## src/rtl/tick_timer_ctrl_pkg.sv

```systemverilog
// rtl/tick_timer_ctrl_pkg.sv - shared state encoding and default width for the tick timer
package tick_timer_ctrl_pkg;

  localparam int DEFAULT_WIDTH = 26;

  localparam logic [1:0] ST_IDLE = 2'd0;
  localparam logic [1:0] ST_RUN  = 2'd1;
  localparam logic [1:0] ST_DONE = 2'd2;

endpackage

```

## src/rtl/tick_timer_ctrl_tick_counter.sv

```systemverilog
// rtl/tick_timer_ctrl_tick_counter.sv - interval counter with clear, enable and terminal compare
module tick_counter
  import tick_timer_ctrl_pkg::*;
#(
  parameter int WIDTH = DEFAULT_WIDTH
) (
  input  logic             CLK,
  input  logic             clr,
  input  logic             en,
  input  logic [WIDTH-1:0] limit,
  output logic [WIDTH-1:0] count,
  output logic             eq
);

  // Cleared on reaching the limit, so count never passes it and the add cannot wrap.
  always_ff @(posedge CLK) begin
    if (clr) begin
      count <= '0;
    end else if (en) begin
      count <= count + WIDTH'(1);
    end
  end

  assign eq = (count == limit);

endmodule

```

## src/rtl/tick_timer_ctrl.sv

```systemverilog
// rtl/tick_timer_ctrl.sv - start/stop interval timer with periodic/one-shot tick and toggle outputs
module tick_timer_ctrl
  import tick_timer_ctrl_pkg::*;
#(
  parameter int WIDTH = DEFAULT_WIDTH
) (
  input  logic             CLK,
  input  logic             RESET,
  input  logic             start,
  input  logic             stop,
  input  logic             periodic,
  input  logic [WIDTH-1:0] period,
  output logic             busy,
  output logic             tick,
  output logic             toggle,
  output logic             expired,
  output logic [WIDTH-1:0] count
);

  logic [1:0]       state;
  logic [WIDTH-1:0] p_q;
  logic             m_q;
  logic             run;
  logic             cnt_clr;
  logic             cnt_en;
  logic             cnt_eq;

  assign run  = (state == ST_RUN);
  assign busy = run;

  // Any control event, leaving RUN, or hitting the terminal count returns the counter to 0.
  assign cnt_clr = RESET | stop | start | ~run | cnt_eq;
  assign cnt_en  = ~cnt_clr;

  tick_counter #(
    .WIDTH (WIDTH)
  ) u_counter (
    .CLK   (CLK),
    .clr   (cnt_clr),
    .en    (cnt_en),
    .limit (p_q),
    .count (count),
    .eq    (cnt_eq)
  );

  always_ff @(posedge CLK) begin
    if (RESET) begin
      state   <= ST_IDLE;
      p_q     <= '0;
      m_q     <= 1'b0;
      tick    <= 1'b0;
      toggle  <= 1'b0;
      expired <= 1'b0;
    end else if (stop) begin
      state   <= ST_IDLE;
      tick    <= 1'b0;
      expired <= 1'b0;
    end else if (start) begin
      // Restart from any state; a tick due this cycle is dropped.
      state   <= ST_RUN;
      p_q     <= period;
      m_q     <= periodic;
      tick    <= 1'b0;
      expired <= 1'b0;
    end else begin
      case (state)
        ST_RUN: begin
          if (cnt_eq) begin
            tick   <= 1'b1;
            toggle <= ~toggle;
            if (!m_q) begin
              state   <= ST_DONE;
              expired <= 1'b1;
            end
          end else begin
            tick <= 1'b0;
          end
        end
        ST_IDLE, ST_DONE: begin
          tick <= 1'b0;
        end
        default: begin
          state   <= ST_IDLE;
          tick    <= 1'b0;
          expired <= 1'b0;
        end
      endcase
    end
  end

endmodule

```

## config.mk

```make
export PLATFORM = sky130hd
export DESIGN_NAME = tick_timer_ctrl
export DESIGN_NICKNAME = d
export VERILOG_FILES = /design/src/rtl/tick_timer_ctrl_pkg.sv /design/src/rtl/tick_timer_ctrl_tick_counter.sv /design/src/rtl/tick_timer_ctrl.sv
export SDC_FILE = /design/constraint.sdc
export NUM_CORES = 1
export LEC_CHECK = 0
export ABC_AREA = 1
export CAP_MARGIN = 0
export CELL_PAD_IN_SITES_DETAIL_PLACEMENT = 1
export CELL_PAD_IN_SITES_GLOBAL_PLACEMENT = 2
export CORE_MARGIN = 2
export CORE_UTILIZATION = 28
export DETAILED_ROUTE_END_ITERATION = 10
export GPL_TIMING_DRIVEN = 0
export PLACE_DENSITY = 0.9
export SYNTH_ARGS = -nofsm -noshare
export SYNTH_HDL_FRONTEND = slang
export SYNTH_SLANG_ARGS = --single-unit
```

## constraint.sdc

```tcl
create_clock -name CLK -period 1.6 [get_ports CLK]
set_input_delay 0.24 -clock CLK [delete_from_list [all_inputs] [get_ports CLK]]
set_output_delay 0.24 -clock CLK [all_outputs]
set_load 0.05 [all_outputs]
```

# Word level (Yosys, flattened, before mapping)
# Index checks and enable logic that the tools add are counted.
[op_classes]
n_addsub = 1
eq_ne = 8
muxes = 8
n_bitwise = 9
n_reduce_logical = 9
[op_table]
columns = ["cell", "n"]
rows = [
  ["$add 26x1->26 const B", 1],
  ["$eq 26x26->1", 1],
  ["$reduce_and 3->1", 2],
  ["$not 1->1", 5],
  ["$mux 1", 4],
  ["$mux 2", 2],
  ["$ne 2x2->1 const B", 2],
  ["$or 1x1->1", 4],
  ["$pmux 2 s2", 1],
  ["$reduce_and 4->1", 1],
  ["$reduce_or 2->1", 2],
  ["$reduce_or 4->1", 1],
  ["$ne 3x2->1 const B", 1],
  ["$ne 3x3->1 const B", 1],
  ["$reduce_or 3->1", 1],
  ["$eq 2x1->1 const B", 1],
  ["$eq 2x2->1 const B", 1],
  ["$logic_not 2->1", 1],
  ["$ne 2x1->1 const B", 1],
  ["$pmux 1 s2", 1],
  ["$reduce_and 2->1", 1],
]
[totals]
ff_bits = 58
input_bits = 31
output_inout_bits = 30
wordCells = 43

# Longest topological paths before layout
# Gate-level depths: netlist (run 1).
[depth]
word_depth = 4
mapped_depth = 11
mapped_depth_nobuf = 11

# Hierarchy
# Synthesis (run 1) repeated with hierarchy kept, for this count alone.
[unflattened]
hier_cells = 435
hier_area_um2 = 2999.1
[modules_own_cells]
columns = ["mod", "n_inst", "cells_each", "area_per_inst_um2", "seq_area_each_um2"]
rows = [
  ["tick_counter", 1, 288, 1779.2, 520.5],
  ["tick_timer_ctrl", 1, 147, 1219.9, 620.6],
]

# Worst setup path before layout (run 1)
# Ideal clock, no wire load.
[synth_path]
path_type = "register to register"
from = "reg, netlist name expired"
to = "reg u_counter.count[3]"
setup_ps = 70
arrival_time_ps = 1974
t_required_ps = 1530
path_slack_ps = -444
path_stages_with_launch = 7
path_buffers = 1
period_less_slack_ps = 2044
path_cell_list = "dfxtp_1 -> nor2_1 -> inv_1 -> nor2_1 -> nand2_4 -> buf_6 -> a21oi_1"
[synth_lines]
columns = ["item", "line_no", "text"]
rows = [
  ["end signal, assigned", "tick_timer_ctrl_tick_counter.sv:20", "count <= count + WIDTH'(1);"],
  ["end, declared", "tick_timer_ctrl_tick_counter.sv:11", "output logic [WIDTH-1:0] count,"],
]

# Final worst setup path (run 1)
[layout_path]
from = "reg u_counter.count[0]"
to = "reg u_counter.count[24]"
[layout_via]
elab_chain_len = 2
elab_cells_between_ends = 3
cone_classes = "add/sub: 1; eq/ne: 1; bitwise: 1"
[layout_rtl]
columns = ["item"]
rows = [
  ["branches (longest 2 deep; another with $add 26x1->26)"],
]
# Several ways; the timed one is not identified.
# A chain may end at the register's enable or synchronous reset.

==> results of run 1 <==
layer usage:
metal / vias to the layer above / global-route usage / share of wire
met5: - / 0 / 0
met4: 0 / 0.0476 / 0.0098
met2: 48 / 0.275 / 0.51
li1: 1456 / - / -
met3: 7 / 0.0396 / 0.034
met1: 1355 / 0.211 / 0.44
synthesized netlist by cell type (2+ instances only):
| cell | number | share of area |
|---|---|---|
| nand2_2 | 5 | 0.011 |
| clkbuf_1 | 4 | 0.0052 |
| nor3b_2 | 2 | 0.0087 |
| nand3_1 | 11 | 0.019 |
| nand4_1 | 7 | 0.015 |
| nor2_4 | 3 | 0.012 |
| inv_1 | 39 | 0.051 |
| xor2_1 | 15 | 0.046 |
| a21oi_1 | 20 | 0.035 |
| nor2_2 | 4 | 0.0087 |
| o21ai_0 | 29 | 0.050 |
| nand2_1 | 78 | 0.10 |
| inv_2 | 8 | 0.010 |
| or2_0 | 3 | 0.0065 |
| nor2_1 | 76 | 0.099 |
| nor3_1 | 8 | 0.014 |
| nand3_2 | 2 | 0.0070 |
| buf_2 | 4 | 0.0070 |
| dfxtp_1 | 57 | 0.40 |
| nor3_4 | 2 | 0.011 |
| xnor2_1 | 11 | 0.033 |
| buf_6 | 2 | 0.0078 |
worst reg2reg max path, delay by kind of cell (launching register included):
kind | cells | cell delay, ns
adders and majority gates | 1 | 0.16
AOI/OAI and AO/OA | 1 | 0.14
and+or+nand+nor | 5 | 0.76
DFF | 1 | 0.39
buffers and inverters | 1 | 0.08
flip-flops by register name, indices dropped and copies added (netlist names):
register and count:
expired 1, m_q 1, p_q 26, state 1
tick 1, toggle 1, u_counter.count 26
layout by cell type (no fill, tap or decap), types with 3 or more instances in the layout:
master	synthesis	routed
nand3_2	2	4
dlygate4sd2_1	0	28
nand4_1	7	7
nand2_2	5	4
clkdlybuf4s50_1	0	29
inv_2	8	7
nand3_1	11	8
nand2_1	78	76
xnor2_1	11	7
o21ai_0	29	29
nor2_4	3	11
dfxtp_4	0	12
inv_1	39	38
xor2_1	15	15
dfxtp_2	0	14
buf_6	2	3
nor2_1	76	65
xnor2_2	0	4
clkbuf_2	0	3
clkbuf_8	0	11
nor3_1	8	8
dfxtp_1	57	31
buf_4	0	21
nor2_2	4	7
clkbuf_1	4	7
a21oi_1	20	19
nand2_4	1	3
how the worst max path moves through the flow:
stage                        startpoint                   to  slack [ns]
floorplan           u_counter.count[19]  u_counter.count[20]      0.0002
global placement                  start              p_q[25]       -0.61
detailed placement                start              p_q[25]       -0.65
CTS                            state[0]                 busy       0.001
global route         u_counter.count[0]  u_counter.count[24]       -0.06
finish               u_counter.count[0]  u_counter.count[24]      0.0002
per-stage QoR:
step | instance area, sq um | setup TNS (ns) | utilization
finish | 4250 | 0 | 0.431
global route | 4250 | -0.320 | 0.431
CTS | 3900 | 0 | 0.396
detailed placement | 3690 | -24.64 | 0.374
global placement | 3690 | -20.98 | 0.374
floorplan | 2920 | 0 | -
power groups by stage:
stage          Clock (mW)  Sequential (mW)  Combinational [mW]
6_report             1.20             1.48               0.330
5_1_grt              1.30             1.48               0.367
4_1_cts              1.24             1.49               0.303
3_5_place_dp            0             1.52               0.286
3_3_place_gp            0             1.52               0.280
2_1_floorplan           0             1.52               0.152
cell type report:
class | count | area [sq um]
flip-flops and latches | 57 | 1200
repair buffers | 84 | 758
clock buffers | 15 | 166
plain buffers | 10 | 78.8
fillers | 1216 | 5610
multi-input cells | 289 | 1700
inverters | 47 | 181
well taps | 133 | 166
kinds of logic (layout without fill, tap and decap cells):
family | Yosys count | count (layout)
compound gates | 50 | 50
flops | 57 | 57
xor+xnor | 26 | 26
buf+inv | 58 | 156
simple gates | 212 | 212
fa+ha+maj | 1 | 1
repair_timing:
item | in CTS | in global routing
endpoints found under the hold margin | 0 | 0
pin swaps | 2 | 27
resized for setup | 51 | 47
setup buffers | 2 | 22
endpoints found under the setup margin | 78 | 45
==> flow_summary.ini, run 1 <==
[timing]
setup_ws_ns = 0.000217
hold_ws_ns = 0.345
setup_viol = 0
final_hold_viol_count = 0
fin_skew_ns = 0.00620
timing.final.crit_share = 1.00
drv_slew = 0
period_minus_slack_ns = 1.60
worst_slew_pin_slew_ns = 0.538
timing.fmax_mhz = 625
rsz0062_at_grt = yes
maxSlewHeadroom = 0.642

[run]
cap_violations = 0

[clock_tree]
cts_sinks = 57
htree_levels = 3
cts_tree = yes
clockBufferDepth = 2
cts_root_buf = clkbuf_8
path_clk_slew_ns = 0.06
ctsHoldBuffers = 0
clkLatencyLatePin_ns = 0.35
cts_made_buffers = 9

[place]
place_congestion = 0.832
placedCellCount = 597
portBuffers = 60
hpwl_mm = 6.62
place_ws_ns = -0.649

[synth]
synth_top_family_by_area = simple AND/OR/NAND/NOR gates
ys_seq_area_frac = 0.397
ys_types = 36
netlist_instances = 404
synthesis.nets = 436
synth-simple-area-share = 0.349
synthesis.area_sq_um = 2880
synth-edff-count = 0
synth_compound_area_frac = 0.0883
yosys_warnings = 0
synth_xor_area_frac = 0.0792
synthAdderAreaFrac = 0.00435
ys_ff_latch = 57
async_reset_ff_frac = 0
synth.area.mux_share = 0
syn_area_per_cell_sq_um = 7.12
ys.flop_type = dfxtp_1

[critical_path]
crit_cells = 8
r2r_slack_ns = 0.0002
worstPathArrival_ns = 1.87
critPathBufInv = 1
crit_family = simple AND/OR/NAND/NOR gates
criticalPathCategory = flip-flop to flip-flop
r2r-start = u_counter.count[0]
cpPeakStageDelay_ns = 0.39
path_common_cell = nand2_4
cp-start-kind = flip-flop
end_kind = flip-flop
cp_max_fo = 7
cp.required_ns = 1.87
r2r_cells = 8
r2r-end = u_counter.count[24]
cp_cell_sequence = ha_4 > nand2_4 > inv_4 > nand2_4 > nor4_4 > nand2_1 > or2_0 > a21oi_1
crit_slowest_cell = dfxtp_4

[routing]
drcViolationCount = 0
avgRoutedWirePerCell_um = 14.6
dr.pass1.iters = 4
vias = 2866
wl_mm = 9.29
ant_nets = 0
drt_iter0_markers = 61
via_per_inst = 4.51

[global_routing]
grt_use_total = 0.165
grt_max_degree = 11
grt_pass1_vias = 2875
grt_pass1_wl_mm = 14.3
grt_overflow_total = 0
antenna_found_initial = 0

[cells_and_area]
final_cells = 635
antenna_cells = 0
nets = 530
layout-drive-gt1-share = 0.253
area_growth_pct = 47.8

[power]
p_clk_frac = 0.400
pwr-share-seq = 0.490
p_int_mw = 2.25
power.density_nw_per_um2 = 708
fin_total_pwr_mw = 3.01
comb_power_share = 0.110
p_leak_nw = 1.88
switching_share = 0.253
vdd_drop_max_v = 0.000324
switchingPower_uw = 762

[min_path]
worstHoldPathType = input port to flip-flop
whs_path_depth = 3
hold_end = state[0]
hp-start = stop

[floorplan]
ios = 61
core_sq_um = 9860
rows = 36
die_area_sq_um = 11100
start_util = 0.292
fp.dieH_um = 105
dieWidth_um = 105

[run_status]
status = complete, no violations
Note: power is estimated with default switching activity, not from simulation.
==> inputs of run 2 (changes only) <==
--- a/config.mk
+++ b/config.mk
@@ -9,8 +9,9 @@
 export CAP_MARGIN = 0
 export CELL_PAD_IN_SITES_DETAIL_PLACEMENT = 1
 export CELL_PAD_IN_SITES_GLOBAL_PLACEMENT = 2
-export CORE_MARGIN = 2
+export CORE_MARGIN = 3
 export CORE_UTILIZATION = 28
+export CTS_CLUSTER_SIZE = 14
 export DETAILED_ROUTE_END_ITERATION = 10
 export GPL_TIMING_DRIVEN = 0
 export PLACE_DENSITY = 0.9
==> run 2 against run 1 <==
Compared with the run above: first-iteration DRC count is 4.9% lower; critical path type is now flip-flop to primary output; register-to-register slack better by 0.05 ns; via count up 0.21%.
==> flow_summary.ini, run 2 (same netlist as run 1, synthesis figures left out) <==
[routing]
wl_mm = 9.59
drcViolationCount = 0
avgRoutedWirePerCell_um = 15.2
ant_nets = 0
drt_iter0_markers = 58
dr.pass1.iters = 4
via_per_inst = 4.55
vias = 2872

[timing]
drv_slew = 0
fin_skew_ns = 0.0147
final_hold_viol_count = 0
timing.fmax_mhz = 643
worst_slew_pin_slew_ns = 0.544
hold_ws_ns = 0.324
rsz0062_at_grt = yes
setup_viol = 0
maxSlewHeadroom = 0.638
timing.final.crit_share = 0.972
period_minus_slack_ns = 1.55

[power]
power.density_nw_per_um2 = 752
fin_total_pwr_mw = 3.19
pwr-share-seq = 0.463
p_clk_frac = 0.429
vdd_drop_max_v = 0.000315
p_int_mw = 2.37
p_leak_nw = 1.84
switching_share = 0.258
comb_power_share = 0.108
switchingPower_uw = 821

[global_routing]
grt_pass1_vias = 2982
grt_use_total = 0.169
antenna_found_initial = 0
grt_max_degree = 11
grt_pass1_wl_mm = 15.0
grt_overflow_total = 0

[clock_tree]
cts_sinks = 57
path_clk_slew_ns = 0.07
cts_tree = yes
clkLatencyLatePin_ns = 0.35
ctsHoldBuffers = 0
cts_root_buf = clkbuf_8
clockBufferDepth = 2
cts_made_buffers = 9
htree_levels = 3

[floorplan]
fp.dieH_um = 107
core_sq_um = 9860
ios = 61
dieWidth_um = 107
rows = 36
die_area_sq_um = 11500
start_util = 0.292

[critical_path]
cp-start-kind = flip-flop
end_kind = primary output
crit_family = buffers and inverters
crit_slowest_cell = dlygate4sd2_1
cp_max_fo = 7
cpPeakStageDelay_ns = 0.55
cp.required_ns = 1.36
r2r-start = u_counter.count[0]
cp_cell_sequence = dlygate4sd2_1
criticalPathCategory = flip-flop to primary output
critPathBufInv = 1
r2r_slack_ns = 0.05
worstPathArrival_ns = 1.31
setup.worst_path.start = u_counter.count[14]

[cells_and_area]
fin_area_sq_um = 4240
final_cells = 631
reg_top3 = p_q: 26 flops, u_counter.count: 26 flops
nets = 525
antenna_cells = 0
area_growth_pct = 47.4
layout-drive-gt1-share = 0.265
most-common-layout-cells = nand2_1, nor2_1, inv_1
layout_commonest_cell = nand2_1

[place]
portBuffers = 60
placedCellCount = 597
placed_area_sq_um = 3690
hpwl_mm = 6.84
place_congestion = 0.828

[run_status]
status = complete, no violations

[min_path]
hp-start = stop
worstHoldPathType = input port to flip-flop

[run]
cap_violations = 0
run 2: final cells by class:
cell class	instances	area (sq um)
Fill cell	1240	5630
Multi-Input combinational cell	289	1680
Sequential cell	57	1210
Timing Repair Buffer	79	736
Inverter	47	181
Tap cell	133	166
Clock buffer	13	149
Buffer	10	73.8
Clock inverter	3	40.0
run 2: final timing paths:
check                              to  cells past startpoint
setup / recovery            count[14]                      1
hold / removal               state[0]                      3
setup reg to reg  u_counter.count[24]                      8
hold reg to reg                   m_q                      2
run 2: power by group through the flow:
stage	Clock (mW)	Sequential, mW	Combinational [mW]
3_3_place_gp	0	1.52	0.280
2_1_floorplan	0	1.52	0.152
4_1_cts	1.40	1.48	0.325
5_1_grt	1.47	1.48	0.382
3_5_place_dp	0	1.52	0.288
6_report	1.37	1.48	0.344
run 2: metal layers:
metal  vias to the layer above  part of all wire  routed length, um  track usage
met5                         -                 0                  0            0
met2                        53              0.50               4790        0.295
li1                       1455                 -                  -            -
met1                      1352              0.45               4310        0.212
met3                        12             0.036                343       0.0264
met4                         0             0.016                151       0.0595
run 2: worst register-to-register path: cells and delay by family, from the launching register on:
kind	cells	cell delay (ns)
AO/OA/AOI/OAI	1	0.14
adder cells (fa/ha/maj)	1	0.15
flip-flops	1	0.40
buffers and inverters	1	0.09
AND/OR/NAND/NOR	5	0.69
run 2: metrics by stage:
step / setup slack (ns) / utilization / TNS, ns
detailed placement: -0.694 / 0.374 / -24.44
finish: 0.0454 / 0.430 / 0
global placement: -0.615 / 0.374 / -21.07
floorplan: 0.000248 / - / 0
CTS: 0.00661 / 0.408 / 0
global route: -0.0668 / 0.430 / -0.366
run 2: timing repair:
action / CTS / global route
pin swaps: 7 / 19
gates cloned: 1 / 0
endpoints found under the setup margin: 78 / 48
setup buffers: 7 / 11
gates resized for setup: 61 / 40
